### src/rtl/sprite_pkg.sv
// Shared constants, state encoding and axis-step helper for sprite_mover.
package sprite_pkg;

    localparam int X_BITS      = 8;
    localparam int Y_BITS      = 7;
    localparam int COLOUR_BITS = 3;
    localparam int AXIS_BITS   = X_BITS + 1;

    localparam int DIR_LEFT  = 0;
    localparam int DIR_RIGHT = 1;
    localparam int DIR_UP    = 2;
    localparam int DIR_DOWN  = 3;

    typedef enum logic [2:0] {
        INIT,
        WAIT,
        ERASE,
        MOVE,
        DRAW
    } state_t;

    // One axis, one frame: clamp or wrap at the bounds; opposing requests cancel.
    function automatic logic [AXIS_BITS-1:0] step_axis(
        input logic [AXIS_BITS-1:0] pos,
        input logic                 dec,
        input logic                 inc,
        input logic [AXIS_BITS-1:0] lo,
        input logic [AXIS_BITS-1:0] hi,
        input logic [AXIS_BITS-1:0] sp,
        input logic                 wrap
    );
        logic [AXIS_BITS-1:0] r;
        r = pos;
        if (dec && !inc) begin
            if (pos < lo + sp) r = wrap ? hi : lo;
            else               r = pos - sp;
        end else if (inc && !dec) begin
            if (pos + sp > hi) r = wrap ? lo : hi;
            else               r = pos + sp;
        end
        return r;
    endfunction

endpackage

### src/rtl/sprite_mover_frame_tick.sv
// Frame pacing: down-counter from FRAME_TICKS-1 with a one-cycle tick at zero.
module frame_tick #(
    parameter int unsigned FRAME_TICKS = 833333
) (
    input  logic clk,
    input  logic reset,
    output logic tick
);

    localparam int unsigned CW = $clog2(FRAME_TICKS + 1);
    localparam logic [CW-1:0] TOP = CW'(FRAME_TICKS - 1);

    logic [CW-1:0] count;

    always_ff @(posedge clk) begin
        if (reset)              count <= TOP;
        else if (count == '0)   count <= TOP;
        else                    count <= count - 1'b1;
    end

    assign tick = (count == '0);

endmodule

### src/rtl/sprite_mover.sv
// Single rectangular sprite: erase/move/draw once per frame into a VGA pixel port.
// Define SPRITE_WRAP_EN to wrap at the bounds instead of clamping.
module sprite_mover
    import sprite_pkg::*;
#(
    parameter int SPRITE_W    = 4,
    parameter int SPRITE_H    = 4,
    parameter int X_MIN       = 10,
    parameter int X_MAX       = 150,
    parameter int Y_MIN       = 10,
    parameter int Y_MAX       = 110,
    parameter int START_X     = 80,
    parameter int START_Y     = 50,
    parameter int SPEED       = 1,
    parameter logic [COLOUR_BITS-1:0] FG_COLOUR = 3'b010,
    parameter logic [COLOUR_BITS-1:0] BG_COLOUR = 3'b000,
    parameter int FRAME_TICKS = 833333
) (
    input  logic                   CLOCK_50,
    input  logic                   reset,
    input  logic [3:0]             dir,
    output logic [X_BITS-1:0]      x,
    output logic [Y_BITS-1:0]      y,
    output logic [COLOUR_BITS-1:0] colour,
    output logic                   plot,
    output logic [X_BITS-1:0]      pos_x,
    output logic [Y_BITS-1:0]      pos_y,
    output logic                   frame_done
);

`ifdef SPRITE_WRAP_EN
    localparam logic WRAP = 1'b1;
`else
    localparam logic WRAP = 1'b0;
`endif

    localparam logic [3:0] COL_LAST = 4'(SPRITE_W - 1);
    localparam logic [3:0] ROW_LAST = 4'(SPRITE_H - 1);

    state_t state, next_state;
    logic [3:0] col, row;
    logic pending, tick, last_pix;
    logic scanning, plot_n, use_fg, done_n, do_move;
    logic [AXIS_BITS-1:0] nx, ny;

    frame_tick #(.FRAME_TICKS(FRAME_TICKS)) u_tick (
        .clk   (CLOCK_50),
        .reset (reset),
        .tick  (tick)
    );

    assign last_pix = (col == COL_LAST) && (row == ROW_LAST);

    assign nx = step_axis({1'b0, pos_x}, dir[DIR_LEFT], dir[DIR_RIGHT],
                          AXIS_BITS'(X_MIN), AXIS_BITS'(X_MAX), AXIS_BITS'(SPEED), WRAP);
    assign ny = step_axis({2'b00, pos_y}, dir[DIR_UP], dir[DIR_DOWN],
                          AXIS_BITS'(Y_MIN), AXIS_BITS'(Y_MAX), AXIS_BITS'(SPEED), WRAP);

    always_comb begin
        next_state = state;
        scanning   = 1'b0;
        plot_n     = 1'b0;
        use_fg     = 1'b1;
        done_n     = 1'b0;
        do_move    = 1'b0;
        case (state)
            INIT: begin
                scanning = 1'b1;
                plot_n   = 1'b1;
                if (last_pix) next_state = WAIT;
            end
            WAIT: begin
                if (pending) next_state = ERASE;
            end
            ERASE: begin
                scanning = 1'b1;
                plot_n   = 1'b1;
                use_fg   = 1'b0;
                if (last_pix) next_state = MOVE;
            end
            MOVE: begin
                do_move    = 1'b1;
                next_state = DRAW;
            end
            DRAW: begin
                scanning = 1'b1;
                plot_n   = 1'b1;
                if (last_pix) begin
                    done_n     = 1'b1;
                    next_state = WAIT;
                end
            end
            default: next_state = INIT;
        endcase
    end

    always_ff @(posedge CLOCK_50) begin
        if (reset) state <= INIT;
        else       state <= next_state;
    end

    // Every tick lands in pending; WAIT consumes it, so missed ticks merge into one frame.
    always_ff @(posedge CLOCK_50) begin
        if (reset)              pending <= 1'b0;
        else if (tick)          pending <= 1'b1;
        else if (state == WAIT) pending <= 1'b0;
    end

    always_ff @(posedge CLOCK_50) begin
        if (reset || !scanning) begin
            col <= '0;
            row <= '0;
        end else if (col == COL_LAST) begin
            col <= '0;
            row <= (row == ROW_LAST) ? '0 : row + 1'b1;
        end else begin
            col <= col + 1'b1;
        end
    end

    always_ff @(posedge CLOCK_50) begin
        if (reset) begin
            pos_x <= X_BITS'(START_X);
            pos_y <= Y_BITS'(START_Y);
        end else if (do_move) begin
            pos_x <= X_BITS'(nx);
            pos_y <= Y_BITS'(ny);
        end
    end

    always_ff @(posedge CLOCK_50) begin
        if (reset) begin
            x          <= '0;
            y          <= '0;
            colour     <= '0;
            plot       <= 1'b0;
            frame_done <= 1'b0;
        end else begin
            x          <= pos_x + X_BITS'(col);
            y          <= pos_y + Y_BITS'(row);
            colour     <= plot_n ? (use_fg ? FG_COLOUR : BG_COLOUR) : '0;
            plot       <= plot_n;
            frame_done <= done_n;
        end
    end

endmodule

### config.mk
export PLATFORM = sky130hd
export DESIGN_NAME = sprite_mover
export DESIGN_NICKNAME = d
export VERILOG_FILES = /design/src/rtl/sprite_pkg.sv /design/src/rtl/sprite_mover_frame_tick.sv /design/src/rtl/sprite_mover.sv
export SDC_FILE = /design/constraint.sdc
export NUM_CORES = 1
export LEC_CHECK = 0
export ABC_AREA = 1
export CAP_MARGIN = 40
export CORE_MARGIN = 2
export CORE_UTILIZATION = 40
export CTS_CLUSTER_SIZE = 12
export DETAILED_ROUTE_END_ITERATION = 8
export HOLD_SLACK_MARGIN = 0.08
export PLACE_DENSITY_LB_ADDON = 0.2
export SYNTH_ARGS = -nofsm -noshare
export SYNTH_HDL_FRONTEND = slang
export SYNTH_HIERARCHICAL = 1
export SYNTH_SLANG_ARGS = --single-unit
export TNS_END_PERCENT = 10
### constraint.sdc
create_clock -name CLOCK_50 -period 1.9 [get_ports CLOCK_50]
set_input_delay 0.57 -clock CLOCK_50 [delete_from_list [all_inputs] [get_ports CLOCK_50]]
set_output_delay 0.57 -clock CLOCK_50 [all_outputs]
set_load 0.01 [all_outputs]
==> impl_metrics.yaml, run 1 <==
status:
  status: "complete, no violations"
worst_setup_path:
  rr_startpoint: "col[1]"
  r2r-end: "state[1]"
  rrSetupSlack_ns: 0.15
  critPathMaxFanout: 6
  worst_setup_path_end_kind: "output pin"
  crit_slowest_cell: "clkdlybuf4s50_1"
  path_class: "reg -> out"
  cp_top_family: "buffers and inverters"
  start_kind: "flip-flop"
  required_ns: 1.33
  crit_chain: "clkdlybuf4s50_1"
  max_stage_delay_ns: 0.55
  critical_path_depth: 1
  cp.arrival_ns: 1.28
  critPathBufInv: 1
  r2r_cells: 7
timing:
  hold_slack_ns: 0.411
  setup_viol: 0
  hold_viol_final: 0
  finalCritPeriodShare_pct: 97.2
  fin_crit_ns: 1.85
  grt_setup_unrepaired: "true"
  max_freq_ghz: 0.541
  tns_ns: 0
  finClkSkew_ns: 0.0128
  maxSlewViolCount: 0
logic_synthesis:
  synth_simple_gate_area_share_pct: 32.0
  muxShareOfSynthArea_pct: 0
  syn_area_um2: 3810
  synth_xor_area_share_pct: 3.45
  post_synth.cell_area_avg_um2: 7.03
  post-synth-top-count-cell: "nand2_1"
  synthCells: 542
  synth_adder_area_share_pct: 7.61
  yosysWarnings: 6
  synth_compound_area_share_pct: 13.1
  synthTopCellsByCount: "nand2_1, inv_1, dfxtp_1"
  synth_seq_cells: 65
  yosys.area.top_type: "dfxtp_1"
  yosys.area.top_type_share_pct: 34.1
  yosysUniqueCellTypes: 43
  synth-seq-area-share_pct: 34.1
  synth_area_leaders: "dfxtp_1, nand2_1, inv_1"
  synth_top_family_by_area: "simple AND/OR/NAND/NOR gates"
  async_reset_ff_share_pct: 0
  synth_edf_count: 0
  synthFlopType: "dfxtp_1"
global_routing:
  grt-busiest-layer: "met2"
  grt_max_degree: 17
  overflow: 0
  grt_pass1_wl_um: 15500
  met1_usage_pct: 26.5
  grt_pass1_vias: 3307
  antenna_found_initial: 0
  grt_util_met2_pct: 28.6
  grt_use_met3_pct: 3.73
  track_usage_pct: 18.6
cts:
  cts_tree: "built"
  cts.sinks: 65
  hold_buffers: 0
  h-tree-depth: 3
  root_buffer: "clkbuf_8"
  cts_buffer_depth: 2
  cts_buffers: 9
  insertion_delay_ns: 0.34
  clk_pin_slew_worst_paths_ns: 0.08
route:
  wl_per_cell_um: 11.8
  drc: 0
  wirelength_um: 8730
  ant_nets: 0
  firstDrtPassIters: 4
  via_count: 3497
  via_per_inst: 4.74
  drtIter0Drc: 133
min_path:
  hp-start: "u_tick/count[0]"
  whs_path_depth: 1
  holdPathEnd: "u_tick/count[0]"
  hold_class: "reg -> reg"
layout:
  area_growth_pct: 24.6
  diodes: 0
  finalNonFillerCells: 738
  nNetsFinal: 632
  drive_above_1_share_pct: 15.4
run:
  drv_cap: 0
power_and_ir_drop:
  powerDensity_nw_per_um2: 651
  ir_drop_uv: 362
  power_uw: 3090
  p_leak_uw: 0.00215
die:
  die_h_um: 102
  dieWidth_um: 102
  core_area_um2: 9240
  start_util_pct: 41.3
  dieArea_um2: 10300
  io_pins: 41
  num_rows: 35
place:
  gp_congestion: 0.916
  portBuffers: 38
  dpl.hpwl_um: 6810
  dp_cells: 722
-- area by class of cell --
type	count	area, um2
Multi-Input combinational cell	387	2160
Sequential cell	65	1330
Fill cell	914	4490
Clock buffer	10	138
Clock inverter	6	66.3
Inverter	79	299
Timing Repair Buffer	62	593
Tap cell	129	161
-- worst register-to-register path, cell delays in order, from the launching register on --
cell     delay (ns)
dfxtp_1        0.39
ha_1           0.18
nand2_1        0.07
nor2_1         0.23
nand2_1        0.12
or3_1          0.38
nand3_1        0.16
o21ai_0        0.10
-- metal layers --
metal / wire (um) / vias to the layer above
met1: 4550 / 1561
met5: 0 / -
li1: - / 1866
met4: 77 / 0
met2: 3820 / 65
met3: 276 / 5
-- cells in the final DEF (no fill, tap or decap), drive strengths merged, types with 2 or more instances in the layout --
master / n
xor2: 11
nand4: 8
conb: 2
ha: 20
clkbuf: 10
nand3: 41
inv: 79
nand2: 119
a31oi: 2
a21o: 2
dfxtp: 65
o211ai: 3
nand3b: 3
a21oi: 44
o31ai: 4
clkinvlp: 3
o21ai: 32
fa: 2
clkdlybuf4s50: 29
buf: 24
dlygate4sd2: 4
o21bai: 2
dlymetal6s2s: 5
clkinv: 2
xnor2: 4
nor3: 4
nor2: 73
or2: 4
-- logic make-up after synthesis --
group / after synthesis
xor gates and xnor gates: 15
DFF: 65
buffers and inverters: 91
AOI/OAI and AO/OA: 92
and+or+nand+nor: 256
other: 1
adders and majority gates: 22
-- sequential cells by signal, indices dropped and copies added (netlist names), 3 cells and up --
signal        count
x                 8
pos_x             8
row               4
state             3
pos_y             7
col               4
y                 7
u_tick/count     20
-- worst max-delay path by stage --
stage,endpoint,startpoint
after floorplan,y[6],pos_y[0]
after global placement,pos_x[1],dir[1]
after detailed placement,pos_x[1],dir[1]
after CTS,pos_y[2],pos_y[2]
after global routing,pos_x[4],pos_x[0]
final,pos_y[5],pos_y[5]
-- per-stage QoR --
step | worst slack [ns] | util (%) | instance area (um2)
after detailed placement | -0.189 | 48.6 | 4490
after CTS | 0.00969 | 51.0 | 4710
after global placement | -0.150 | 48.6 | 4490
final | 0.0531 | 51.4 | 4750
after global routing | -0.0134 | 51.4 | 4750
after floorplan | 0.109 | - | 3820
-- power by group --
group,internal [uW],leakage (uW),switching (uW)
clock network,644,0.0000949,565
registers,1430,0.000532,53.8
logic,173,0.00153,230
-- timing repair --
action                     CTS  global route
setup endpoints to repair   11            15
buffers inserted             0             0
gates resized for setup     18            11
pin swaps                    0             0
Power figures use the tool's default switching activity.
==> run 2: changes to the inputs <==
--- a/config.mk
+++ b/config.mk
@@ -6,6 +6,7 @@
 export NUM_CORES = 1
 export LEC_CHECK = 0
 export ABC_AREA = 1
+export ABC_CLOCK_PERIOD_IN_PS = 1900
 export CAP_MARGIN = 40
 export CORE_MARGIN = 2
 export CORE_UTILIZATION = 40
@@ -17,4 +18,3 @@
 export SYNTH_HDL_FRONTEND = slang
 export SYNTH_HIERARCHICAL = 1
 export SYNTH_SLANG_ARGS = --single-unit
-export TNS_END_PERCENT = 10
==> run 2 against run 1 <==
Compared with the run above: core utilization barely moved; cell count stayed put; die area stayed put; critical path depth unchanged; via count increased by 0.20%; maximum frequency is essentially flat; hold slack about the same; largest cell class unchanged; cell area hardly changed; register-to-register slack is essentially flat; sequential share of layout area barely moved; routed wire length about the same; clock skew about the same.
==> impl_metrics.yaml, run 2 (synthesis results as in run 1) <==
cts:
  root_buffer: "clkbuf_8"
  cts.sinks: 65
  insertion_delay_ns: 0.34
  cts_buffers: 9
  cts_buffer_depth: 2
  clk_pin_slew_worst_paths_ns: 0.08
  h-tree-depth: 3
  hold_buffers: 0
  cts_tree: "built"
timing:
  grt_setup_unrepaired: "false"
  setup_viol: 0
  finClkSkew_ns: 0.0129
  finalCritPeriodShare_pct: 97.2
  fin_ws_ns: 0.0530
  hold_viol_final: 0
  maxSlewViolCount: 0
  fin_crit_ns: 1.85
  max_freq_ghz: 0.541
worst_setup_path:
  cp_top_family: "buffers and inverters"
  max_stage_delay_ns: 0.55
  start_kind: "flip-flop"
  setup.worst_path.start: "pos_y[5]"
  rr_startpoint: "col[1]"
  required_ns: 1.33
  critical_path_depth: 1
  path_class: "reg -> out"
  crit_chain: "clkdlybuf4s50_1"
  worst_setup_path_end_kind: "output pin"
  r2r-end: "state[1]"
  critPathMaxFanout: 6
  r2r_cells: 7
  critPathCapture: "pos_y[5]"
  crit_slowest_cell: "clkdlybuf4s50_1"
  cp.arrival_ns: 1.28
  critPathBufInv: 1
  rrSetupSlack_ns: 0.15
power_and_ir_drop:
  p_seq_share_pct: 47.9
  p_int_uw: 2240
  power_uw: 3090
  powerDensity_nw_per_um2: 651
  p_leak_uw: 0.00215
  ir_drop_uv: 362
  p_sw_uw: 848
  combPwrFrac_pct: 13.0
  swShare_pct: 27.4
  p_clk_share_pct: 39.1
min_path:
  whs_path_depth: 1
  hold_class: "reg -> reg"
layout:
  nNetsFinal: 632
  diodes: 0
  finalNonFillerCells: 738
  final_common_cell: "nand2_1"
  area_growth_pct: 24.6
  final_cell_mix: "nand2_1, inv_1, nor2_1, dfxtp_1, a21oi_1"
  drive_above_1_share_pct: 15.6
  largest_register_ffs: 20
  reg_top3: "u_tick/count (20), pos_x (8), x (8)"
  largest_register: "u_tick/count"
place:
  gp_congestion: 0.916
  dp_cells: 722
  dpl.hpwl_um: 6810
  portBuffers: 38
  dp_slack_ns: -0.189
global_routing:
  grt_pass1_wl_um: 15500
  grt_pass1_vias: 3307
  overflow: 0
  track_usage_pct: 18.6
  grt_max_degree: 17
  antenna_found_initial: 0
route:
  wl_per_cell_um: 11.8
  via_per_inst: 4.75
  drc: 0
  ant_nets: 0
  firstDrtPassIters: 4
  wirelength_um: 8740
  via_count: 3504
  drtIter0Drc: 136
die:
  io_pins: 41
  dieWidth_um: 102
  die_h_um: 102
  dieArea_um2: 10300
  num_rows: 35
  core_area_um2: 9240
  start_util_pct: 41.3
run:
  drv_cap: 0
status:
  status: "complete, no violations"
run 2: how the worst min path moves through the flow:
stage                    start               to  slack [ns]
2_1_floorplan  u_tick/count[0]  u_tick/count[0]        0.39
3_5_place_dp   u_tick/count[0]  u_tick/count[0]        0.40
3_3_place_gp   u_tick/count[0]  u_tick/count[0]        0.40
5_1_grt        u_tick/count[0]  u_tick/count[0]        0.43
4_1_cts        u_tick/count[0]  u_tick/count[0]        0.41
6_report       u_tick/count[0]  u_tick/count[0]        0.41
run 2: cell type report:
cell class / count / area (um2)
inverter: 79 / 299
clock buffer: 10 / 138
multi-input combinational: 387 / 2170
clock inverter: 6 / 66.3
tap: 129 / 161
sequential: 65 / 1330
timing repair buffer: 62 / 593
fill: 914 / 4490
run 2: what timing repair did:
action                     CTS  global route
setup buffers                0             0
setup endpoints to repair   11            15
gates resized for setup     18            12
run 2: power groups by stage:
stage               combinational (uW)  clock [uW]  sequential, uW
global placement                   395           0            1520
detailed placement                 404           0            1520
CTS                                406        1240            1480
finish                             403        1210            1480
global route                       466        1300            1490
floorplan                          253           0            1520
run 2: through the flow:
stage	utilization, %	instance area [um2]	hold WS, ns	setup TNS, ns
after detailed placement	48.6	4490	0.405	-1.54
after CTS	51.0	4710	0.415	0
after global routing	51.4	4750	0.435	0
final	51.4	4750	0.411	0
after global placement	48.6	4490	0.402	-1.19
after floorplan	-	3820	0.393	0
run 2: routing by layer:
metal	track usage [%]	wire length (um)
met2	28.6	3820
met3	3.73	281
met5	0	0
met4	5.41	77
met1	26.5	4550
==> run 3: changes to the inputs <==
--- a/config.mk
+++ b/config.mk
@@ -6,10 +6,9 @@
 export NUM_CORES = 1
 export LEC_CHECK = 0
 export ABC_AREA = 1
-export ABC_CLOCK_PERIOD_IN_PS = 1900
-export CAP_MARGIN = 40
+export ABC_CLOCK_PERIOD_IN_PS = 1950
 export CORE_MARGIN = 2
-export CORE_UTILIZATION = 40
+export CORE_UTILIZATION = 48
 export CTS_CLUSTER_SIZE = 12
 export DETAILED_ROUTE_END_ITERATION = 8
 export HOLD_SLACK_MARGIN = 0.08
==> constraint.sdc (replaced) <==
create_clock -name CLOCK_50 -period 1.95 [get_ports CLOCK_50]
set_input_delay 0.585 -clock CLOCK_50 [delete_from_list [all_inputs] [get_ports CLOCK_50]]
set_output_delay 0.585 -clock CLOCK_50 [all_outputs]
set_load 0.01 [all_outputs]
==> run 3 against run 2 <==
Compared with the run above: non-clock buffer count decreased by 1; cell area decreased by 0.92%; flip-flop and latch count unchanged; power increased by 2.1%; core utilization increased by 9.5 points; critical endpoint is now pos_x[3]; critical path type unchanged; first-iteration DRC count increased by 15%; combinational power decreased by 4%; clock skew decreased by 0.0055 ns; hold slack improved by 0.0080 ns; count of clock-buffer cells in the layout unchanged; largest power group unchanged.
==> impl_metrics.yaml, run 3 (synthesis results as in run 1) <==
power_and_ir_drop:
  powerDensity_nw_per_um2: 670
  ir_drop_uv: 384
  p_leak_uw: 0.00208
route:
  wl_met3_um: 313
  wl_met1_um: 4320
  drc: 0
  via_per_inst: 5.08
  firstDrtPassIters: 4
  highest_layer: "met4"
  drtIter0Drc: 156
  via_count: 3608
  route.met2.wl_um: 4220
  ant_nets: 0
  wirelength_um: 9000
  wl_per_cell_um: 12.7
die:
  num_rows: 32
  core_area_um2: 7730
  die_h_um: 93.1
  dieWidth_um: 93.1
  io_pins: 41
  start_util_pct: 49.3
  dieArea_um2: 8670
cts:
  root_buffer: "clkbuf_8"
  h-tree-depth: 3
  clk_pin_slew_worst_paths_ns: 0.08
  insertion_delay_ns: 0.34
  cts_buffer_depth: 2
  hold_buffers: 0
  cts_buffers: 9
  cts.sinks: 65
  cts_tree: "built"
worst_setup_path:
  crit_slowest_cell: "clkdlybuf4s50_1"
  critPathBufInv: 1
  critPathMaxFanout: 9
  max_stage_delay_ns: 0.55
  cp.arrival_ns: 1.31
  worst_setup_path_end_kind: "output pin"
  path_class: "reg -> out"
  cp_top_family: "buffers and inverters"
  crit_chain: "clkdlybuf4s50_1"
  required_ns: 1.36
  start_kind: "flip-flop"
timing:
  fin_crit_ns: 1.89
  maxSlewViolCount: 0
  finClkSkew_ns: 0.00737
  finalCritPeriodShare_pct: 97.0
  max_freq_ghz: 0.529
  hold_viol_final: 0
  hold_slack_ns: 0.419
  fin_ws_ns: 0.0580
  grt_setup_unrepaired: "false"
  setup_viol: 0
layout:
  diodes: 0
  largest_register: "u_tick/count"
  final_cell_mix: "nand2_1, inv_1, nor2_1, dfxtp_1, a21oi_1"
  largest_register_ffs: 20
  drive_above_1_share_pct: 15.5
  final_common_cell: "nand2_1"
  reg_top3: "u_tick/count (20), pos_x (8), x (8)"
  area_growth_pct: 23.5
  finalNonFillerCells: 710
  nNetsFinal: 631
global_routing:
  antenna_found_initial: 0
  grt_pass1_wl_um: 15400
  grt_max_degree: 17
  overflow: 0
  track_usage_pct: 22.0
  grt_pass1_vias: 3412
run:
  drv_cap: 0
place:
  dpl.hpwl_um: 6720
  dp_slack_ns: -0.121
  dp_cells: 694
  portBuffers: 38
  gp_congestion: 0.950
min_path:
  hold_class: "reg -> reg"
status:
  status: "complete, no violations"
run 3: changes by cell type in the layout (fill, tap and decap cells not counted), moves of 2 or more:
cell	previous run	this run
clkdlybuf4s50_1	29	35
dlymetal6s2s_1	5	0
clkinvlp_4	3	1
dfxtp_1	54	52
run 3: per-stage QoR:
step	cell area (um2)	total power [uW]	utilization (%)	TNS, ns
after floorplan	3820	1730	-	0
after global placement	4440	1860	57.4	-0.550
after detailed placement	4440	1870	57.4	-0.830
after CTS	4680	3190	60.5	0
after global routing	4710	3330	60.9	0
final	4710	3160	60.9	0
run 3: worst paths after layout:
path,startpoint,endpoint,slack [ns],depth (start not counted)
worst max-delay path,pos_x[3],pos_x[3],0.06,1
worst min-delay path,u_tick/count[0],u_tick/count[0],0.42,1
worst max register to register,pos_y[0],pos_y[0],0.16,11
worst min register to register,u_tick/count[0],u_tick/count[0],0.42,1
run 3: report_power, final:
| group | leakage (uW) | internal, uW | switching (uW) | total (uW) |
|---|---|---|---|---|
| Combinational | 0.00144 | 164 | 223 | 387 |
| Clock | 0.000113 | 759 | 569 | 1330 |
| Sequential | 0.000532 | 1390 | 52.1 | 1440 |
run 3: routing by layer:
metal	vias up	track usage, %
li1	1872	-
met1	1651	28.7
met2	73	36.5
met3	12	5.08
met4	0	5.88
met5	-	0
run 3: area by class of cell:
| type | count | area (um2) |
|---|---|---|
| Tap cell | 102 | 128 |
| Timing Repair Buffer | 61 | 562 |
| Multi-Input combinational cell | 387 | 2160 |
| Sequential cell | 65 | 1330 |
| Fill cell | 714 | 3020 |
| Inverter | 79 | 299 |
| Clock inverter | 6 | 90.1 |
| Clock buffer | 10 | 138 |
run 3: what timing repair did:
item                                    CTS  global route
resized for setup                        14            10
pin swaps                                 0             0
endpoints found under the setup margin   11            10
buffers inserted                          0             0
==> variant 1 (config.mk and constraints of run 3) <==
`FRAME_TICKS` is set to 833333 in 2 places; all go to 416666.
--- a/src/rtl/sprite_mover_frame_tick.sv
+++ b/src/rtl/sprite_mover_frame_tick.sv
@@ -1,5 +1,5 @@
 // Frame pacing: down-counter from FRAME_TICKS-1 with a one-cycle tick at zero.
 module frame_tick #(
-    parameter int unsigned FRAME_TICKS = 833333
+    parameter int unsigned FRAME_TICKS = 416666
 ) (
     input  logic clk,
--- a/src/rtl/sprite_mover.sv
+++ b/src/rtl/sprite_mover.sv
@@ -15,5 +15,5 @@
     parameter logic [COLOUR_BITS-1:0] FG_COLOUR = 3'b010,
     parameter logic [COLOUR_BITS-1:0] BG_COLOUR = 3'b000,
-    parameter int FRAME_TICKS = 833333
+    parameter int FRAME_TICKS = 416666
 ) (
     input  logic                   CLOCK_50,
Formal check against the unedited RTL: same outputs for any inputs over 10 cycles, from zero or initial values and one cycle with reset high; that may be too few to reach the edited logic, so the function may still have changed.
==> variant 1 against run 3 <==
- global-route usage shrank 1.1 points
- total power up 0.23%
- combinational power is 6.5% lower
- setup slack worse by 0.0031 ns
- critical path depth unchanged
- synthesized area down 2.9%
- non-clock buffer count rose by 5
- sequential share of layout area is essentially flat
- utilization shrank 0.24 points
- wire length decreased by 5.6%
- design area decreased by 1.9%
- clock power grew 5%
- sequential cell count decreased by 1
- highest routed layer unchanged
==> variant 1: results (changes against run 3) <==
======================================================================
Result of the run                                            completed   unchanged
Post-detailed-placement half-perimeter wirelength              6.46 mm   was 6.72 mm
VDD IR max                                                    0.523 mV   was 0.384 mV
Synthesized instance count                                         529   was 542
Fraction of layout cells with a size suffix above 1              14.5%   was 15.5%
First-pass detailed-route iteration total                            5   was 4
Worst r2r src                                                   row[0]   was pos_y[0]
Area post-placement                                           4350 µm²   was 4440 µm²
Number of distinct library cells after synthesis                    40   was 43
Static Leak                                                    2.05 nW   was 2.08 nW
Critical Path Sink                                            pos_y[3]   was pos_x[3]
First-pass GRT wire length                                     14.4 mm   was 15.4 mm
Tot GR Track Use                                                 20.9%   was 22.0%
Vias per inst                                                     5.10   was 5.08
Placed Cells                                                       686   was 694
Launching instance or port of the critical path               pos_y[3]   was pos_x[3]
Largest net degree at the start of global routing                   13   was 17
Routed wire length                                             8.49 mm   was 9.00 mm
Worst clock skew on the final layout                        0.00790 ns   was 0.00737 ns
Endpoint of the most critical register-to-register path           y[6]   was pos_y[0]
Post-layout nets                                                   623   was 631
Global-route met1 utilization                                    27.0%   was 28.7%
Main area contributors after synthesis                    dfxtp_1, nand2_1, inv_1   unchanged
Peak per-stage delay on the critical path                      0.56 ns
GR met2 Demand/Resource                                          34.3%   was 36.5%
Met3 capacity usage during global routing                        4.11%   was 5.08%
Path depth of the worst reg2reg path                                 8   was 11
Number of global-route vias before repair                         3297   was 3412
Initial DRC count                                                  146   was 156
Layout fillers                                                     712   was 714
Vias after detailed routing                                       3578   was 3608
======================================================================
## variant 1: cell count changes in the layout (fill, tap and decap cells not counted), moves of 4 or more
cell	change
nor2_1	-7
buf_4	+6
nand3_2	-6
nand3_1	+5
nand2_2	-4
## variant 1: per-layer routing
layer  wire length [µm]  vias to the layer above  part of all wire (%)
met3                447                       19                   5.3
met5                  0                        -                     0
met4                174                        0                   2.0
li1                   -                     1834                     -
met1               3900                     1618                    46
met2               3970                      107                    47
## variant 1: repair_timing
action                                  CTS  global route
cloned                                    0             0
endpoints found under the setup margin    8             4
gates resized for setup                  15             4
## variant 1: kinds of logic (layout without fill, tap and decap cells)
| kind of cell | Yosys count | count (layout) | share of synthesized area [%] |
|---|---|---|---|
| flip-flops | 64 | 64 | 34.6 |
| AND/OR/NAND/NOR | 244 | 244 | 30.3 |
| buffers and inverters | 89 | 159 | 9.70 |
| other | 1 | 2 | 0.101 |
| XOR/XNOR | 15 | 15 | 3.55 |
| adder cells (fa/ha/maj) | 22 | 22 | 7.84 |
| AO/OA/AOI/OAI | 94 | 94 | 13.9 |
## variant 1: final cells by class
type                       count  area [µm²]  share of cell area, %
clock buffer                   9         124                   2.68
clock inverter                 7         120                   2.60
inverter                      77         289                   6.26
multi-input combinational    377        2070                   44.7
sequential                    64        1310                   28.3
tap                          102         128                   2.76
timing repair buffer          66         586                   12.7
## variant 1: per-stage QoR
stage                     power [mW]  setup slack (ns)
after floorplan                 1.67             0.159
after global placement          1.80            -0.170
after detailed placement        1.81            -0.192
after CTS                       3.20          0.000432
after global routing            3.32           0.00349
final                           3.16            0.0549
## variant 1: worst min path at each step
stage | startpoint | slack (ns) | endpoint | cells after the start
5_1_grt | u_tick/count[0] | 0.41 | u_tick/count[0] | 1
6_report | u_tick/count[0] | 0.39 | u_tick/count[0] | 1
2_1_floorplan | u_tick/count[0] | 0.37 | u_tick/count[0] | 1
3_3_place_gp | u_tick/count[0] | 0.38 | u_tick/count[0] | 1
3_5_place_dp | u_tick/count[0] | 0.38 | u_tick/count[0] | 1
4_1_cts | u_tick/count[0] | 0.39 | u_tick/count[0] | 1
## variant 1: power by group
group | switching (mW) | internal (mW) | leakage, nW
clock network | 0.536 | 0.851 | 0.119
registers | 0.0475 | 1.37 | 0.524
logic | 0.205 | 0.157 | 1.41
==> variant 2 (settings of run 3) <==
Without the edit above. Re-encode `state_t` (5 states) as one-hot, 5 bits wide.
--- a/src/rtl/sprite_pkg.sv
+++ b/src/rtl/sprite_pkg.sv
@@ -12,10 +12,10 @@
     localparam int DIR_DOWN  = 3;
 
-    typedef enum logic [2:0] {
-        INIT,
-        WAIT,
-        ERASE,
-        MOVE,
-        DRAW
+    typedef enum logic [4:0] {
+        INIT  = 5'b00001,
+        WAIT  = 5'b00010,
+        ERASE = 5'b00100,
+        MOVE  = 5'b01000,
+        DRAW  = 5'b10000
     } state_t;
 
Behaviour: no difference found for any inputs over 10 cycles, from zero or initial values and one cycle with reset high; not proved beyond that.
==> variant 2 against run 3 <==
- register-to-register slack is essentially flat
- clock power shrank 12%
- total power grew 6.1%
- largest power group unchanged
- setup slack lost 0.0020 ns
- synthesized cell count grew 1.3%
- cell count grew 0.85%
- wire length shrank 1.2%
- critical endpoint is now pos_y[1]
- critical path type unchanged
- design area is essentially flat
- synthesized area grew 1.5%
- critical path depth is the same
- sequential cell count grew 2
==> variant 2: results (changes against run 3) <==
==================================================================================================
Cell at the root of the clock tree                                                        clkbuf_8   unchanged
Critical path arrival                                                                      1.31 ns   about the same
Clock transition time at the flip-flop clock pins of the worst setup and hold paths        0.07 ns
Placed Cells                                                                                   700   was 694
Number of global-route vias before repair                                                     3458   was 3412
Fraction of layout cells with a size suffix above 1                                          14.0%   was 15.5%
CTS Hold Bufs                                                                                    0   unchanged
First-pass GRT wire length                                                                 15.0 mm   was 15.4 mm
Clock latency of the later-clocked register in the worst-skew pair                         0.34 ns   about the same
Total CTS buffers                                                                                9   unchanged
Antenna violations before repair                                                                 0   unchanged
Pre-CTS setup slack                                                                      -0.190 ns   was -0.121 ns
Wire length per cell                                                                       12.4 µm   was 12.7 µm
Synthesized instance count                                                                     549   was 542
Path class of the lowest-slack min-delay path                                         register to register   unchanged
Number of distinct library cells after synthesis                                                45   was 43
Switching power as a share of total power                                                    30.7%   was 26.8%
Tot GR Track Use                                                                             21.3%   was 22.0%
VDD IR max                                                                                0.464 mV   was 0.384 mV
Number of non-filler instances in the completed layout                                         716   was 710
Ranking of synthesized cells by instance count                                        nand2_1, inv_1, dfxtp_1, nor2_1, a21oi_1   unchanged
Sequential-to-total area share from yosys stat                                               34.7%   was 34.1%
Diodes inserted                                                                                  0   unchanged
Max FO, Critical Path                                                                            7   was 9
Family of cells with the greatest summed delay on the critical path                   buffers and inverters   unchanged
Largest net degree at the start of global routing                                               20   was 17
Top Registers                                                                         u_tick/count: 20 flops, pos_x: 8 flops, x: 8 flops   unchanged
Static Leak                                                                                2.10 nW   was 2.08 nW
Setup fix buffers added after clock tree synthesis                                               0   unchanged
H-Tree Level Count                                                                               3   unchanged
Number of buffers inserted by port buffering                                                    38   unchanged
Initial DRC count                                                                              120   was 156
Share of the synthesized area in the top cell type                                           34.7%   was 34.1%
Post-detailed-placement half-perimeter wirelength                                          6.60 mm   was 6.72 mm
Master of the slowest instance on the critical path                                   clkdlybuf4s50_1   unchanged
Result of the run                                                                        completed   unchanged
Synth Warn #                                                                                     6   unchanged
Worst clock skew on the final layout                                                    0.00831 ns   was 0.00737 ns
Main area contributors after synthesis                                                dfxtp_1, nand2_1, inv_1   unchanged
Share of flip-flops with an asynchronous set or reset                                           0%   unchanged
Longest Clk Path Bufs                                                                            2   unchanged
Vias after detailed routing                                                                   3655   was 3608
Final weighted congestion of routability-driven global placement                             0.871   was 0.950
Peak per-stage delay on the critical path                                                  0.56 ns
First-pass detailed-route iteration total                                                        4   unchanged
Post-layout nets                                                                               637   was 631
==================================================================================================
[variant 2: layer usage]
metal / vias to the layer above / GRT usage [%] / share of wire, %
li1: 1889 / - / -
met1: 1655 / 26.3 / 47
met2: 102 / 36.2 / 48
met3: 9 / 5.46 / 4.7
met4: 0 / 6.40 / 0.80
met5: - / 0 / 0
[variant 2: layout make-up]
type	count	area (µm²)
multi-input cells	392	2160
well taps	102	128
inverters	78	295
flip-flops and latches	67	1360
clock buffers	9	124
fillers	703	3060
repair buffers	61	566
clock inverters	7	76.3
[variant 2: what timing repair did]
action,4_1_cts,5_1_grt
resized for setup,11,5
pin swaps,0,0
hold endpoints to repair,0,0
endpoints found under the setup margin,8,6
[variant 2: kinds of logic after synthesis]
family                     count (synthesis)  synth area share [%]
and+or+nand+nor                          256                  31.0
AOI/OAI and AO/OA                         97                  13.6
buffers and inverters                     91                  9.67
DFF                                       67                  34.7
adders and majority gates                 22                  7.50
xor gates and xnor gates                  15                  3.39
other                                      1                0.0969
[variant 2: power groups by stage]
stage	Combinational, mW	Sequential [mW]	Clock (mW)
3_5_place_dp	0.626	1.59	0
3_3_place_gp	0.607	1.58	0
2_1_floorplan	0.417	1.59	0
4_1_cts	0.629	1.55	1.20
5_1_grt	0.710	1.57	1.27
6_report	0.628	1.55	1.17
[variant 2: stage by stage]
step                total power [mW]  instance area, µm²  hold WS, ns  TNS, ns  utilization [%]
finish                          3.35                4710        0.418        0             60.6
global route                    3.55                4710        0.437        0             60.6
CTS                             3.38                4700        0.423        0             60.5
detailed placement              2.21                4490        0.412    -1.12             57.8
global placement                2.19                4490        0.402   -0.943             57.8
floorplan                       2.00                3870        0.393        0                -
[variant 2: final timing paths]
| check | startpoint | to | slack, ns | depth (start not counted) |
|---|---|---|---|---|
| max | pos_y[1] | pos_y[1] | 0.06 | 1 |
| min | u_tick/count[0] | u_tick/count[0] | 0.42 | 1 |
| max reg2reg | row[0] | y[6] | 0.16 | 7 |
| min reg2reg | u_tick/count[0] | u_tick/count[0] | 0.42 | 1 |
